$ cat src/rtl/pong_score_if.sv
// Signal bundle between the pong score/display block and its environment:
// point and clear requests in, scores, game status and 7-segment drive out.
interface pong_score_if;
  logic       p1_point;
  logic       p2_point;
  logic       clear;
  logic [3:0] p1_score;
  logic [3:0] p2_score;
  logic       game_over;
  logic       winner;
  logic [6:0] seg;
  logic [3:0] an;
  logic       dp;

  modport master (
    output p1_point, p2_point, clear,
    input  p1_score, p2_score, game_over, winner, seg, an, dp
  );

  modport slave (
    input  p1_point, p2_point, clear,
    output p1_score, p2_score, game_over, winner, seg, an, dp
  );
endinterface

$ cat src/rtl/pong_score.sv
// Two-player pong scoreboard: rising-edge point crediting, PLAY/OVER game FSM
// and a multiplexed 4-digit seven-segment display (p1, dash, dash, p2).
module pong_score #(
  parameter int WIN_SCORE   = 9,
  parameter int REFRESH_DIV = 100000
) (
  input  logic        clk,
  input  logic        reset_n,
  pong_score_if.slave bus
);

  localparam int          RW      = $clog2(REFRESH_DIV);
  localparam logic [3:0]  WIN     = 4'(WIN_SCORE);
  localparam logic [RW-1:0] REF_MAX = RW'(REFRESH_DIV - 1);
  localparam logic [6:0]  SEG_DASH = 7'b0111111;

  typedef enum logic {PLAY = 1'b0, OVER = 1'b1} state_t;

  state_t        state_q, state_d;
  logic [3:0]    p1_score_q, p1_score_d;
  logic [3:0]    p2_score_q, p2_score_d;
  logic          winner_q, winner_d;
  logic          p1_prev_q, p2_prev_q;
  logic [RW-1:0] refresh_q, refresh_d;
  logic [1:0]    digit_q, digit_d;
  logic [6:0]    seg_q, seg_d;
  logic [3:0]    an_q, an_d;
  logic          dp_q, dp_d;

  logic p1_rise, p2_rise, p1_credit, p2_credit;

  function automatic logic [6:0] seg_enc(input logic [3:0] v);
    logic [6:0] s;
    case (v)
      4'd0:    s = 7'b1000000;
      4'd1:    s = 7'b1111001;
      4'd2:    s = 7'b0100100;
      4'd3:    s = 7'b0110000;
      4'd4:    s = 7'b0011001;
      4'd5:    s = 7'b0010010;
      4'd6:    s = 7'b0000010;
      4'd7:    s = 7'b1111000;
      4'd8:    s = 7'b0000000;
      4'd9:    s = 7'b0010000;
      default: s = SEG_DASH;
    endcase
    return s;
  endfunction

  // Simultaneous rises cancel each other so neither player is credited.
  assign p1_rise   = bus.p1_point & ~p1_prev_q;
  assign p2_rise   = bus.p2_point & ~p2_prev_q;
  assign p1_credit = p1_rise & ~p2_rise;
  assign p2_credit = p2_rise & ~p1_rise;

  // Game state and score next-state; clear outranks any point this cycle.
  always_comb begin
    state_d    = state_q;
    p1_score_d = p1_score_q;
    p2_score_d = p2_score_q;
    winner_d   = winner_q;
    if (bus.clear) begin
      state_d    = PLAY;
      p1_score_d = 4'd0;
      p2_score_d = 4'd0;
      winner_d   = 1'b0;
    end else if ((state_q == PLAY) && p1_credit && (p1_score_q < WIN)) begin
      p1_score_d = p1_score_q + 4'd1;
      if ((p1_score_q + 4'd1) == WIN) begin
        state_d  = OVER;
        winner_d = 1'b0;
      end else begin
        state_d  = PLAY;
      end
    end else if ((state_q == PLAY) && p2_credit && (p2_score_q < WIN)) begin
      p2_score_d = p2_score_q + 4'd1;
      if ((p2_score_q + 4'd1) == WIN) begin
        state_d  = OVER;
        winner_d = 1'b1;
      end else begin
        state_d  = PLAY;
      end
    end else begin
      state_d = state_q;
    end
  end

  // Display scan: digit index advances once per refresh period.
  always_comb begin
    refresh_d = refresh_q + RW'(1);
    digit_d   = digit_q;
    if (refresh_q == REF_MAX) begin
      refresh_d = '0;
      digit_d   = digit_q + 2'd1;
    end else begin
      digit_d   = digit_q;
    end
    case (digit_q)
      2'd0:    seg_d = seg_enc(p2_score_q);
      2'd3:    seg_d = seg_enc(p1_score_q);
      default: seg_d = SEG_DASH;
    endcase
    an_d = ~(4'b0001 << digit_q);
    dp_d = ~((state_q == OVER) &&
             (((winner_q == 1'b0) && (digit_q == 2'd3)) ||
              ((winner_q == 1'b1) && (digit_q == 2'd0))));
  end

  // All state and display registers, cleared asynchronously.
  always_ff @(posedge clk or negedge reset_n) begin
    if (!reset_n) begin
      state_q    <= PLAY;
      p1_score_q <= 4'd0;
      p2_score_q <= 4'd0;
      winner_q   <= 1'b0;
      p1_prev_q  <= 1'b0;
      p2_prev_q  <= 1'b0;
      refresh_q  <= '0;
      digit_q    <= 2'd0;
      seg_q      <= 7'b1000000;
      an_q       <= 4'b1110;
      dp_q       <= 1'b1;
    end else begin
      state_q    <= state_d;
      p1_score_q <= p1_score_d;
      p2_score_q <= p2_score_d;
      winner_q   <= winner_d;
      p1_prev_q  <= bus.p1_point;
      p2_prev_q  <= bus.p2_point;
      refresh_q  <= refresh_d;
      digit_q    <= digit_d;
      seg_q      <= seg_d;
      an_q       <= an_d;
      dp_q       <= dp_d;
    end
  end

  assign bus.p1_score  = p1_score_q;
  assign bus.p2_score  = p2_score_q;
  assign bus.game_over = (state_q == OVER);
  assign bus.winner    = winner_q;
  assign bus.seg       = seg_q;
  assign bus.an        = an_q;
  assign bus.dp        = dp_q;

endmodule

$ cat src/flat_wrapper.sv
// flat-port wrapper written by rule: the top's interface ports become plain ports
module pong_score_flat 
#(
  parameter int WIN_SCORE   = 9,
  parameter int REFRESH_DIV = 100000
)
  (clk, reset_n, bus_p1_point, bus_p2_point, bus_clear, bus_p1_score, bus_p2_score, bus_game_over, bus_winner, bus_seg, bus_an, bus_dp);
  pong_score_if bus_i ();
  input  logic clk;
  input  logic reset_n;
  input wire logic [$bits(bus_i.p1_point)-1:0] bus_p1_point;
  input wire logic [$bits(bus_i.p2_point)-1:0] bus_p2_point;
  input wire logic [$bits(bus_i.clear)-1:0] bus_clear;
  output wire logic [$bits(bus_i.p1_score)-1:0] bus_p1_score;
  output wire logic [$bits(bus_i.p2_score)-1:0] bus_p2_score;
  output wire logic [$bits(bus_i.game_over)-1:0] bus_game_over;
  output wire logic [$bits(bus_i.winner)-1:0] bus_winner;
  output wire logic [$bits(bus_i.seg)-1:0] bus_seg;
  output wire logic [$bits(bus_i.an)-1:0] bus_an;
  output wire logic [$bits(bus_i.dp)-1:0] bus_dp;
  assign bus_i.p1_point = bus_p1_point;
  assign bus_i.p2_point = bus_p2_point;
  assign bus_i.clear = bus_clear;
  assign bus_p1_score = bus_i.p1_score;
  assign bus_p2_score = bus_i.p2_score;
  assign bus_game_over = bus_i.game_over;
  assign bus_winner = bus_i.winner;
  assign bus_seg = bus_i.seg;
  assign bus_an = bus_i.an;
  assign bus_dp = bus_i.dp;
  pong_score #(.WIN_SCORE(WIN_SCORE), .REFRESH_DIV(REFRESH_DIV)) u_core (.clk(clk), .reset_n(reset_n), .bus(bus_i));
endmodule
$ cat config.mk
export PLATFORM = sky130hd
export DESIGN_NAME = pong_score_flat
export DESIGN_NICKNAME = d
export VERILOG_FILES = /design/src/rtl/pong_score_if.sv /design/src/rtl/pong_score.sv /design/src/flat_wrapper.sv
export SDC_FILE = /design/constraint.sdc
export NUM_CORES = 1
export LEC_CHECK = 0
export CORE_UTILIZATION = 40
export DETAILED_ROUTE_END_ITERATION = 8
export GPL_ROUTABILITY_DRIVEN = 0
export SLEW_MARGIN = 10
export SYNTH_ARGS = -nofsm -noshare
export SYNTH_HDL_FRONTEND = slang
export SYNTH_SLANG_ARGS = --single-unit
export TNS_END_PERCENT = 30
$ cat constraint.sdc
create_clock -name clk -period 1.7 [get_ports clk]
set_input_delay 0.34 -clock clk [delete_from_list [all_inputs] [get_ports clk]]
set_output_delay 0.34 -clock clk [all_outputs]
set_load 0.02 [all_outputs]
==> metrics.yaml <==
dp_cells: 345
grt_pass1_wl_um: 8000
grt_pass1_vias: 1648
worstMarginPinSlew_ns: 0.424
p_switching_uw: 463
wl_per_cell_um: 13.7
netlist_instances: 223
final_util_pct: 53.6
rsz0062_at_grt: "yes"
min_to: "u_core.refresh_q[0]$_DFF_PN0_"
power_density_mw_per_mm2: 649
syn_nets: 245
synth_seq_cells: 43
coreArea_mm2: 0.00554
finalSetupViolations: 0
syn2layout_area_growth_pct: 28.5
p_clk_share_pct: 34.3
finalNonFillerCells: 354
io_pins: 27
p_leak_nw: 1.29
drtIter0Drc: 84
cp_cell_sequence: "clkdlybuf4s50_1"
async_flop_share_pct: 100
post-place-ws_ns: -0.128
drc: 0
clkTransAtPathRegs_ns: 0.08
dpl_cell_area_mm2: 0.00287
setup_slack_ns: 0.0350
hp-start: "u_core.refresh_q[0]$_DFF_PN0_"
rows: 27
fin_setup_tns_ns: 0
num_vias: 1781
dp_hpwl_um: 3690
cts_tree: "yes"
place.port_buffers: 26
swShare_pct: 24.0
initial_core_util_pct: 41.7
cap_violations: 0
post-route-min-period_ns: 1.67
clock-root-buffer: "clkbuf_8"
seqPwrFrac_pct: 54.6
dieArea_mm2: 0.00609
drt-total-wl_um: 4850
layout_commonest_cell: "dfrtp_1"
finalMaxSlewViolations: 0
viasPerCell: 5.03
min_period_over_period_pct: 97.9
antenna_cells: 0
whs_ns: 0.482
critPathMaxStageDelay_ns: 0.62
final_area_mm2: 0.00297
ys.flop_type: "dfrtp_1"
cp.arrival_ns: 1.33
antenna_found_initial: 0
r2r-end: "u_core.bus.game_over$_DFFE_PN0P_"
ff2ff_path_depth: 7
layout-drive-gt1-share_pct: 22.7
dr.pass1.iters: 4
r2r-start: "u_core.bus.p2_score[1]$_DFFE_PN0P_"
path_max_fanout: 5
p_int_mw: 1.46
syn_area_mm2: 0.00231
grt_use_total_pct: 17.1
die_y_um: 78.0
ir_worst_vdd_mv: 0.270
hold_class: "reg2reg"
p_comb_share_pct: 11.0
r2r_slack_ns: 0.07
clkSinkCount: 43
htreeDepth: 2
hold_depth: 1
max_clock_freq_mhz: 601
path_class: "reg2out"
synth_edf_count: 0
grt_remaining_overflow: 0
end_kind: "output port"
grt_max_degree: 18
status: "finished, final reports clean"
post_cts_buffers: 0
syn_area_per_cell_um2: 10.4
clk_latency_ns: 0.29
ys_types: 48
max_slew_margin_pct: 71.5
die_w_um: 78.0
worst_setup_path_start_kind: "flip-flop"
critPathBufInv: 1
nets: 303
skew_ns: 0.00386
ys_seq_area_share_pct: 46.8
numCtsBuffers: 5
ys_warn_count: 0
timing.critical_path.max_delay_family: "buffers and inverters"
critPathRequiredTime_ns: 1.36
power_mw: 1.93
ant_nets: 0
clockBufferDepth: 2
hold_viol_final: 0
layout_common_cells: "dfrtp_1, buf_4, nor2_1, a21oi_1, ha_1"
crit_slowest_cell: "clkdlybuf4s50_1"
what timing repair did:
item | in CTS | in global routing
hold buffers | 1 | 0
resized for setup | 13 | 5
setup endpoints to repair | 13 | 4
endpoints found under the hold margin | 15 | 0
cloned | 0 | 0
Yosys cell counts (4+ instances only):
master / n / share of area (%)
a21oi_1: 17 / 3.7
nand2b_1: 5 / 1.4
o221ai_1: 6 / 2.3
o21ai_0: 4 / 0.87
inv_1: 17 / 2.8
dfrtp_1: 38 / 41
nand2_1: 10 / 1.6
nand4_1: 5 / 1.4
xnor2_1: 14 / 5.3
ha_1: 17 / 9.2
nand3_1: 9 / 1.9
dfstp_2: 5 / 5.7
nor2_1: 23 / 3.7
flip-flops by register name, indices dropped and copies added (netlist names):
signal	cells
u_core.bus.winner	1
u_core.p1_prev_q	1
u_core.bus.p1_score	4
u_core.bus.an	4
u_core.refresh_q	17
u_core.bus.p2_score	4
u_core.p2_prev_q	1
u_core.bus.seg	7
u_core.digit_q	2
u_core.bus.game_over	1
u_core.bus.dp	1
worst max path at each step:
stage / startpoint / to / cells past startpoint
2_1_floorplan: u_core.bus.p2_score[0]$_DFFE_PN0P_ / u_core.bus.p2_score[2]$_DFFE_PN0P_ / 6
3_3_place_gp: bus_p1_point / u_core.bus.p2_score[1]$_DFFE_PN0P_ / 6
3_5_place_dp: bus_p1_point / u_core.bus.p2_score[1]$_DFFE_PN0P_ / 6
4_1_cts: u_core.bus.p2_score[1]$_DFFE_PN0P_ / bus_p2_score[1] / 1
5_1_grt: u_core.bus.p2_score[0]$_DFFE_PN0P_ / u_core.bus.winner$_DFFE_PN0P_ / 7
6_report: u_core.bus.p2_score[1]$_DFFE_PN0P_ / bus_p2_score[1] / 1
power groups by stage:
stage,sequential (mW),combinational [mW],clock [mW]
final,1.05,0.213,0.662
after floorplan,1.09,0.0872,0
after detailed placement,1.07,0.215,0
after CTS,1.05,0.214,0.690
after global placement,1.07,0.215,0
after global routing,1.06,0.234,0.721
metal layers:
layer	vias to the layer above	global-route usage (%)	wire, µm
met5	-	0	0
met4	0	5.00	36
met3	4	4.19	183
met2	33	23.2	2070
met1	840	26.5	2550
li1	904	-	-
logic make-up (layout without fill, tap and decap cells):
group | Yosys count | count (layout) | synth area share (%)
and+or+nand+nor | 75 | 75 | 17.9
AOI/OAI and AO/OA | 43 | 43 | 13.2
DFF | 43 | 43 | 46.8
buffers and inverters | 23 | 82 | 4.11
adders and majority gates | 17 | 17 | 9.20
xor gates and xnor gates | 17 | 17 | 6.44
muxes | 5 | 5 | 2.27
layout make-up:
cell class	instances	area [µm²]
multi-input cells	157	1160
inverters	18	67.6
clock inverters	1	5.00
fillers	529	2570
well taps	72	90.1
flip-flops and latches	43	1090
repair buffers	56	470
clock buffers	7	86.3
Note: power is estimated with default switching activity, not from simulation.
